[src/rtl/sc1602_pkg.sv]
// Shared definitions for the SC1602 text buffer: driver command codes, FSM states,
// the default fill character and row/column address mapping.
package sc1602_pkg;

   typedef enum logic [2:0] {
      CMD_NONE    = 3'b000,
      CMD_SHIFT_L = 3'b010,
      CMD_SHIFT_R = 3'b011
   } cmd_e;

   typedef enum logic [1:0] {
      CMD_ST_INIT,
      CMD_ST_IDLE,
      CMD_ST_PEND
   } cmd_state_e;

   localparam logic [7:0] FILL_CHAR_DEFAULT = 8'h20;

   function automatic int rc_to_addr(input int row, input int col, input int cols);
      return row * cols + col;
   endfunction

endpackage

[src/rtl/sc1602_sync_edge.sv]
// Multi-flop synchroniser for a signal from the display clock domain, followed by
// a one-flop delay that yields a single-cycle falling-edge pulse.
module sc1602_sync_edge #(
   parameter int STAGES = 2
) (
   input  logic clk,
   input  logic rst,
   input  logic async_in,
   output logic fall
);

   localparam int N = (STAGES < 2) ? 2 : STAGES;

   logic [N-1:0] chain;
   logic         level_d;

   // NOTE: clocked state uses non-blocking assignments so every flop samples pre-edge values.
   always_ff @(posedge clk or posedge rst) begin
      if (rst) begin
         chain   <= '0;
         level_d <= 1'b0;
      end else begin
         chain   <= {chain[N-2:0], async_in};
         level_d <= chain[N-1];
      end
   end

   assign fall = level_d & ~chain[N-1];

endmodule

[src/rtl/sc1602_text_buffer.sv]
// Text frame RAM, character sequencer and single-entry command register feeding
// the sc1602_driver; driver status is brought into sys_clk through sc1602_sync_edge.
module sc1602_text_buffer
   import sc1602_pkg::*;
#(
   parameter  int          COLS        = 16,
   parameter  int          ROWS        = 2,
   parameter  logic [7:0]  FILL_CHAR   = FILL_CHAR_DEFAULT,
   parameter  int          SYNC_STAGES = 2,
   localparam int          DEPTH       = ROWS * COLS,
   localparam int          AW          = $clog2(DEPTH)
) (
   input  logic          sys_clk,
   input  logic          sys_rst,
   input  logic          wr_en,
   input  logic [AW-1:0] wr_addr,
   input  logic [7:0]    wr_data,
   input  logic          clear,
   output logic          busy,
   input  logic          drawing,
   output logic [7:0]    char_out,
   output logic [AW-1:0] char_index,
   output logic          frame_done,
   input  logic          cmd_valid,
   input  logic [2:0]    cmd,
   output logic          cmd_ready,
   input  logic          driver_ready,
   output logic [2:0]    command_out
);

   logic [7:0]    mem [DEPTH];
   logic [AW-1:0] fill_addr;
   logic          draw_fall;
   logic          ready_fall;
   logic          host_wr;
   logic          mem_we;
   logic [AW-1:0] mem_waddr;
   logic [7:0]    mem_wdata;
   cmd_state_e    cmd_state, cmd_state_nx;
   logic [2:0]    command_nx;

   sc1602_sync_edge #(.STAGES(SYNC_STAGES)) u_draw_sync (
      .clk      (sys_clk),
      .rst      (sys_rst),
      .async_in (drawing),
      .fall     (draw_fall)
   );

   sc1602_sync_edge #(.STAGES(SYNC_STAGES)) u_ready_sync (
      .clk      (sys_clk),
      .rst      (sys_rst),
      .async_in (driver_ready),
      .fall     (ready_fall)
   );

   // Fill sequencer: reset leaves busy high so the frame is blanked right after release.
   always_ff @(posedge sys_clk or posedge sys_rst) begin
      if (sys_rst) begin
         busy      <= 1'b1;
         fill_addr <= '0;
      end else if (busy) begin
         fill_addr <= fill_addr + AW'(1);
         if (fill_addr == AW'(DEPTH - 1)) busy <= 1'b0;
      end else if (clear) begin
         busy      <= 1'b1;
         fill_addr <= '0;
      end
   end

   // Clear has priority over a host write in the same cycle.
   assign host_wr   = wr_en && !busy && !clear && ({1'b0, wr_addr} < (AW + 1)'(DEPTH));
   assign mem_we    = busy || host_wr;
   assign mem_waddr = busy ? fill_addr : wr_addr;
   assign mem_wdata = busy ? FILL_CHAR : wr_data;

   // NOTE: the RAM has no reset; the post-reset fill initialises it instead.
   always_ff @(posedge sys_clk) begin
      if (mem_we) mem[mem_waddr] <= mem_wdata;
   end

   always_ff @(posedge sys_clk or posedge sys_rst) begin
      if (sys_rst) begin
         char_index <= '0;
         char_out   <= FILL_CHAR;
         frame_done <= 1'b0;
      end else begin
         char_out   <= mem[char_index];
         frame_done <= 1'b0;
         if (draw_fall) begin
            if (char_index == AW'(DEPTH - 1)) begin
               char_index <= '0;
               frame_done <= 1'b1;
            end else begin
               char_index <= char_index + AW'(1);
            end
         end
      end
   end

   always_ff @(posedge sys_clk or posedge sys_rst) begin
      if (sys_rst) begin
         cmd_state   <= CMD_ST_INIT;
         command_out <= CMD_NONE;
      end else begin
         cmd_state   <= cmd_state_nx;
         command_out <= command_nx;
      end
   end

   // NOTE: defaults first so no path through this block leaves a signal unassigned (no latches).
   always_comb begin
      cmd_state_nx = cmd_state;
      command_nx   = command_out;
      unique case (cmd_state)
         CMD_ST_INIT: cmd_state_nx = CMD_ST_IDLE;
         CMD_ST_IDLE: begin
            if (cmd_valid && (cmd != CMD_NONE)) begin
               cmd_state_nx = CMD_ST_PEND;
               command_nx   = cmd;
            end
         end
         CMD_ST_PEND: begin
            if (ready_fall) begin
               cmd_state_nx = CMD_ST_IDLE;
               command_nx   = CMD_NONE;
            end
         end
         default: cmd_state_nx = CMD_ST_INIT;
      endcase
   end

   assign cmd_ready = (cmd_state == CMD_ST_IDLE);

endmodule

[config.mk]
export PLATFORM = sky130hd
export DESIGN_NAME = sc1602_text_buffer
export DESIGN_NICKNAME = d
export VERILOG_FILES = /design/src/rtl/sc1602_pkg.sv /design/src/rtl/sc1602_sync_edge.sv /design/src/rtl/sc1602_text_buffer.sv
export SDC_FILE = /design/constraint.sdc
export NUM_CORES = 1
export LEC_CHECK = 0
export ABC_CLOCK_PERIOD_IN_PS = 2800
export BUFFER_PORTS_ARGS = -buffer_cell sky130_fd_sc_hd__buf_2
export CORE_ASPECT_RATIO = 1.5
export CORE_MARGIN = 8
export CORE_UTILIZATION = 45
export DETAILED_ROUTE_END_ITERATION = 10
export MAX_ROUTING_LAYER = met4
export PLACE_DENSITY = 0.64
export SLEW_MARGIN = 30
export SYNTH_ARGS = -nofsm -noshare
export SYNTH_HDL_FRONTEND = slang
export SYNTH_SLANG_ARGS = --single-unit
[constraint.sdc]
create_clock -name sys_clk -period 2.8 [get_ports sys_clk]
set_clock_uncertainty 0.2 [all_clocks]
set_input_delay 0.14 -clock sys_clk [delete_from_list [all_inputs] [get_ports sys_clk]]
set_output_delay 0.14 -clock sys_clk [all_outputs]
set_load 0.02 [all_outputs]
==> results of run 1 <==
-- how the worst max path moves through the flow --
| stage | end | startpoint | slack [ns] | cells after the start |
|---|---|---|---|---|
| final | char_out[1]$_DFF_PP0_ | char_index[0]$_DFFE_PP0N_ | 0.13 | 5 |
| after global routing | char_out[2]$_DFF_PP0_ | char_index[0]$_DFFE_PP0N_ | 0.02 | 5 |
| after CTS | char_out[1]$_DFF_PP0_ | char_index[0]$_DFFE_PP0N_ | 0.10 | 5 |
| after detailed placement | char_out[1]$_DFF_PP0_ | char_index[0]$_DFFE_PP0N_ | -0.14 | 5 |
| after global placement | char_out[2]$_DFF_PP0_ | char_index[0]$_DFFE_PP0N_ | -0.13 | 5 |
| after floorplan | mem[19][0]$_DFFE_PP_ | busy$_DFF_PP1_ | 0.24 | 5 |
-- logic make-up after synthesis --
group,count (synthesis)
flip-flops,287
AND/OR/NAND/NOR,102
multiplexers,90
AO/OA/AOI/OAI,76
buffers and inverters,36
adder cells (fa/ha/maj),8
-- Yosys cell counts (all sizes together) --
master	number
and3	2
mux2i	37
nand2b	4
nand3	5
or2	1
inv	7
or4b	1
edfxtp	256
dfstp	2
o221ai	8
nor4	2
a22o	7
o31ai	2
dfrtp	29
a22oi	10
ha	8
a2111oi	7
nand2	27
nor2b	14
a2bb2oi	1
clkbuf	9
nor3	1
o22ai	8
nor3b	1
buf	20
mux2	6
o21ai	10
mux4	47
nand3b	2
o22a	1
o32ai	4
nor2	38
and3b	1
and2	3
o21bai	1
a21oi	17
-- final cells by class --
cell class                 instances  area (sq um)  share of cell area, %
clock buffer                      30         686.9                  5.213
clock inverter                    17         193.9                  1.472
inverter                           7         26.28                 0.1994
multi-input combinational        276          2664                  20.21
sequential                       287          8471                  64.28
tap                              328         410.4                  3.114
timing repair buffer             101         725.7                  5.507
-- flip-flops by register name, summed over array words and instances, names as in the netlist --
signal	flops
fill_addr	5
cmd_state	2
command_out	3
u_draw_sync.chain	2
frame_done	1
mem	256
busy	1
u_ready_sync.level_d	1
u_draw_sync.level_d	1
char_out	8
u_ready_sync.chain	2
char_index	5
-- stage by stage --
stage	instances	total power [uW]	utilization (%)	cell area (sq um)
final	1046	12700	52.98	13180
after global routing	1046	13240	52.98	13180
after CTS	1046	12810	52.98	13180
after detailed placement	991	9149	49.03	12200
after global placement	991	9013	49.03	12200
after floorplan	599	7812	-	11280
-- what timing repair did --
| item | 4_1_cts | 5_1_grt |
|---|---|---|
| hold buffers | 8 | 0 |
| endpoints found under the setup margin | 4 | 0 |
| gates resized for setup | 4 | 0 |
| hold endpoints to repair | 32 | 0 |
-- critical path: cells and delay by family (launching register included) --
kind | cells | cell delay [ns]
flip-flops | 1 | 0.65
AO/OA/AOI/OAI | 3 | 0.88
multiplexers | 1 | 0.53
buffers and inverters | 1 | 0.24
-- per-layer routing --
layer	GRT usage (%)	vias up	wire length [um]	part of all wire, %
met5	-	-	0	0
met4	5.944	0	586	2.4
met3	2.026	29	1219	5.1
met2	29.62	212	13050	54
met1	18.41	3040	9182	38
li1	-	2602	-	-
-- report_power, final --
part	switching (uW)	total, uW	internal [uW]
logic	1960	3240	1290
clock network	1500	3640	2140
registers	346	5820	5470
total	3810	12700	8900
==> flow_metrics.env, run 1 <==
export IMPL_ys_warn_count=0
export IMPL_dieHeight_um=209.9
export IMPL_cts_setup_buffers=0
export IMPL_hold_viol_final=0
export IMPL_hpwl_mm=16.00
export IMPL_yosysTopAreaCell="edfxtp_1"
export IMPL_track_usage_pct=16.41
export IMPL_gp_congestion=0.8313
export IMPL_fillCellCount=1988
export IMPL_synth_cell_types=40
export IMPL_synth_seq_cells=287
export IMPL_coreArea_sq_mm=0.02487
export IMPL_ir_worst_vdd_mv=0.4586
export IMPL_synthMuxAreaShare_pct=13.26
export IMPL_endpoint_kind="register"
export IMPL_synth_area_leaders="edfxtp_1 (68%), mux4_2 (9.4%), dfrtp_1 (6.4%), mux2i_1 (3.3%), nor2_1 (1.3%)"
export IMPL_synth_top_family_by_area="multiplexers"
export IMPL_min_to="u_ready_sync.chain[0]$_DFF_PP0_"
export IMPL_antennaDiodeCount=0
export IMPL_die_x_um=145.3
export IMPL_critPathLaunchType="register"
export IMPL_cts_reportedPaths_clkPinSlew_ns=0.06
export IMPL_p_per_area_mw_per_mm2=963.9
export IMPL_max_stage_delay_ns=0.65
export IMPL_firstDrtPassIters=5
export IMPL_grt_pass1_wl_mm=37.38
export IMPL_whs_ns=0.06553
export IMPL_overflow=0
export IMPL_row_count=71
export IMPL_cts_sinks=287
export IMPL_synth_xor_area_share_pct=0
export IMPL_nets=730
export IMPL_critPathRequiredTime_ns=2.98
export IMPL_tightest_slew_ns=0.8879
export IMPL_synth_compound_area_share_pct=4.891
export IMPL_finalCriticalPeriod_ns=2.665
export IMPL_avgSynthCellArea_sq_um=18.83
export IMPL_synth_nets=630
export IMPL_drive_gt1_share_pct=28.69
export IMPL_clk_latency_ns=0.53
export IMPL_synth_seq_area_share_pct=75.04
export IMPL_ioPinCount=42
export IMPL_reg2reg_from="char_index[0]$_DFFE_PP0N_"
export IMPL_dieArea_sq_mm=0.03050
export IMPL_setup_ws_ns=0.1350
export IMPL_clockRootBuffer="clkbuf_16"
export IMPL_drt_wl_total_mm=24.04
export IMPL_grt_max_degree=33
export IMPL_relSlewSlack_pct=40.59
export IMPL_worstPathMaxFanout=19
export IMPL_final_cell_mix="edfxtp_1 (256), buf_4 (48), mux4_2 (47)"
export IMPL_hp_start="driver_ready"
export IMPL_arrival_ns=2.85
export IMPL_max_freq_ghz=0.3752
export IMPL_drv_slew=0
export IMPL_viasPerCell=5.624
export IMPL_path_cells="buf_12 -> mux4_2 -> a22o_1 -> a2111oi_2 -> a21oi_1"
export IMPL_vias=5883
export IMPL_power_leakage_uw=0.004619
export IMPL_setup_violations_final=0
export IMPL_min_path_cells=2
export IMPL_area_growth_pct=16.80
export IMPL_path_class="register to register"
export IMPL_drc_errors=0
export IMPL_antenna_found_initial=0
export IMPL_start_util_pct=45.36
export IMPL_syn_area_sq_mm=0.01128
export IMPL_synth_top_area_share_pct=68.14
export IMPL_cts_tree="yes"
export IMPL_rsz0062_at_grt="false"
export IMPL_clockBufferDepth=3
export IMPL_place_ws_ns=-0.1441
export IMPL_wl_per_cell_um=22.98
export IMPL_cts_buffers=26
export IMPL_drv_cap=0
export IMPL_synthSimpleGateAreaFrac_pct=4.236
export IMPL_min_period_over_period_pct=95.18
export IMPL_grt_pass1_vias=6332
export IMPL_rrSetupSlack_ns=0.13
export IMPL_layout_commonest_cell="edfxtp_1"
export IMPL_critPathSlowestCell="dfrtp_4"
export IMPL_port_buffer_count=41
export IMPL_hold_class="primary input to register"
export IMPL_netlist_instances=599
export IMPL_r2r_end="char_out[1]$_DFF_PP0_"
export IMPL_drtIter0Drc=499
export IMPL_h_tree_depth=1
export IMPL_r2r_cells=5
export IMPL_synthAdderAreaFrac_pct=0.8872
export IMPL_drtAntennaViolNets=0
export IMPL_setup_tns_final_ns=0
export IMPL_status="finished, final reports clean"
(Power assumes the default switching activity.)
==> run 2: changes to the inputs <==
--- a/config.mk
+++ b/config.mk
@@ -11,6 +11,7 @@
 export CORE_MARGIN = 8
 export CORE_UTILIZATION = 45
 export DETAILED_ROUTE_END_ITERATION = 10
+export HOLD_SLACK_MARGIN = 0.12
 export MAX_ROUTING_LAYER = met4
 export PLACE_DENSITY = 0.64
 export SLEW_MARGIN = 30
==> run 2 against run 1 <==
Compared with the run above:
- clock power is essentially flat
- sequential share of layout area shrank 0.48 points
- maximum frequency is essentially flat
- core utilization grew 0.40 points
- routed wire length grew 0.43%
- first-iteration DRC count grew 6.6%
- via count grew 0.59%
- power grew 0.13%
- cell count grew 0.96%
- worst hold slack gained 0.082 ns
==> flow_metrics.env, run 2 (synthesized netlist as in run 1, its figures left out) <==
export IMPL_status="finished, final reports clean"
export IMPL_place_area_sq_mm=0.01220
export IMPL_drtIter0Drc=532
export IMPL_hold_class="primary input to register"
export IMPL_h_tree_depth=1
export IMPL_hp_start="wr_addr[2]"
export IMPL_arrival_ns=2.85
export IMPL_setup_tns_final_ns=0
export IMPL_drc_errors=0
export IMPL_reg2reg_from="char_index[0]$_DFFE_PP0N_"
export IMPL_top_regs="mem x256, char_out x8"
export IMPL_clockRootBuffer="clkbuf_16"
export IMPL_antennaDiodeCount=0
export IMPL_grt_pass1_vias=6382
export IMPL_overflow=0
export IMPL_firstDrtPassIters=6
export IMPL_max_freq_ghz=0.3749
export IMPL_grt_max_degree=33
export IMPL_viasPerCell=5.604
export IMPL_setup_violations_final=0
export IMPL_drv_cap=0
export IMPL_cts_reportedPaths_clkPinSlew_ns=0.07
export IMPL_combPwrFrac_pct=25.6
export IMPL_tightest_slew_ns=0.8883
export IMPL_final_cell_mix="edfxtp_1 (256), buf_4 (48), mux4_2 (47)"
export IMPL_hpwl_mm=16.00
export IMPL_worstPathMaxFanout=19
export IMPL_wl_per_cell_um=22.86
export IMPL_row_count=71
export IMPL_relSlewSlack_pct=40.56
export IMPL_antenna_found_initial=0
export IMPL_vias=5918
export IMPL_intPower_uw=8905
export IMPL_ioPinCount=42
export IMPL_fillCellCount=1977
export IMPL_drt_wl_total_mm=24.15
export IMPL_critPathRequiredTime_ns=2.98
export IMPL_path_class="register to register"
export IMPL_nets=740
export IMPL_min_period_over_period_pct=95.26
export IMPL_p_switching_uw=3814
export IMPL_setup_ws_ns=0.1326
export IMPL_start_util_pct=45.36
export IMPL_p_sw_share_pct=29.98
export IMPL_power_uw=12720
export IMPL_drv_slew=0
export IMPL_grt_pass1_wl_mm=37.53
export IMPL_clockBufferDepth=3
export IMPL_endpoint_kind="register"
export IMPL_startpoint="char_index[0]$_DFFE_PP0N_"
export IMPL_port_buffer_count=41
export IMPL_final_cell_area_sq_mm=0.01328
export IMPL_cts_tree="yes"
export IMPL_hold_viol_final=0
export IMPL_drtAntennaViolNets=0
export IMPL_gp_congestion=0.8313
export IMPL_dieArea_sq_mm=0.03050
export IMPL_place_ws_ns=-0.1441
export IMPL_critPathLaunchType="register"
export IMPL_area_growth_pct=17.69
export IMPL_largest_register_ffs=256
export IMPL_rsz0062_at_grt="false"
export IMPL_coreArea_sq_mm=0.02487
export IMPL_die_x_um=145.3
export IMPL_clk_latency_ns=0.53
export IMPL_track_usage_pct=16.46
export IMPL_layout_commonest_cell="edfxtp_1"
export IMPL_cts_sinks=287
export IMPL_p_per_area_mw_per_mm2=957.9
export IMPL_ir_worst_vdd_mv=0.4720
export IMPL_power_leakage_uw=0.004660
export IMPL_share_seq_of_total_power_pct=45.8
export IMPL_cts_buffers=26
export IMPL_clock_power_share_pct=28.6
export IMPL_drive_gt1_share_pct=28.30
export IMPL_regMostFlops="mem"
export IMPL_dieHeight_um=209.9
export IMPL_finalCriticalPeriod_ns=2.667
[run 2: power by group through the flow]
stage               Sequential (uW)  Clock, uW  Combinational [uW]
finish                         5820       3640                3260
global route                   5880       3860                3520
CTS                            5820       3700                3300
detailed placement             5910          0                3240
global placement               5860          0                3150
floorplan                      5830          0                1980
[run 2: area by class of cell]
cell class	count	area [sq um]	area share, %
clock buffers	30	686.9	5.173
clock inverters	17	193.9	1.461
inverters	7	26.28	0.1979
multi-input cells	276	2664	20.06
flip-flops and latches	287	8471	63.80
well taps	328	410.4	3.091
repair buffers	111	825.8	6.219
[run 2: final timing paths]
check | to | slack, ns | cells after the start
max | char_out[2]$_DFF_PP0_ | 0.13 | 5
min | mem[11][6]$_DFFE_PP_ | 0.15 | 4
max reg2reg | char_out[2]$_DFF_PP0_ | 0.13 | 5
min reg2reg | u_draw_sync.chain[1]$_DFF_PP0_ | 0.16 | 0
max in group asynchronous | busy$_DFF_PP1_ | 0.93 | 5
min in group asynchronous | char_out[7]$_DFF_PP0_ | 0.66 | 4
[run 2: per-stage QoR]
step	hold slack (ns)	instances	utilization, %
3_5_place_dp	0.05477	991	49.03
3_3_place_gp	0.05273	991	49.03
5_1_grt	0.1702	1056	53.38
4_1_cts	0.1361	1056	53.38
2_1_floorplan	-0.02857	599	-
6_report	0.1471	1056	53.38
[run 2: repair_timing]
item | 4_1_cts | 5_1_grt
hold buffers | 18 | 0
resized for setup | 4 | 0
endpoints found under the setup margin | 4 | 0
hold endpoints to repair | 256 | 0
buffers inserted | 0 | 0
[run 2: worst max-delay path, stage by stage (launching register included)]
cell	delay, ns
dfrtp_4	0.65
buf_12	0.24
mux4_2	0.55
a22o_1	0.27
a2111oi_2	0.51
a21oi_1	0.10
[run 2: per-layer routing]
layer / vias to the layer above / GRT usage [%] / part of all wire (%)
li1: 2623 / - / -
met1: 3068 / 18.43 / 38
met2: 194 / 29.78 / 54
met3: 33 / 2.026 / 5.0
met4: 0 / 5.944 / 2.4
met5: - / - / 0
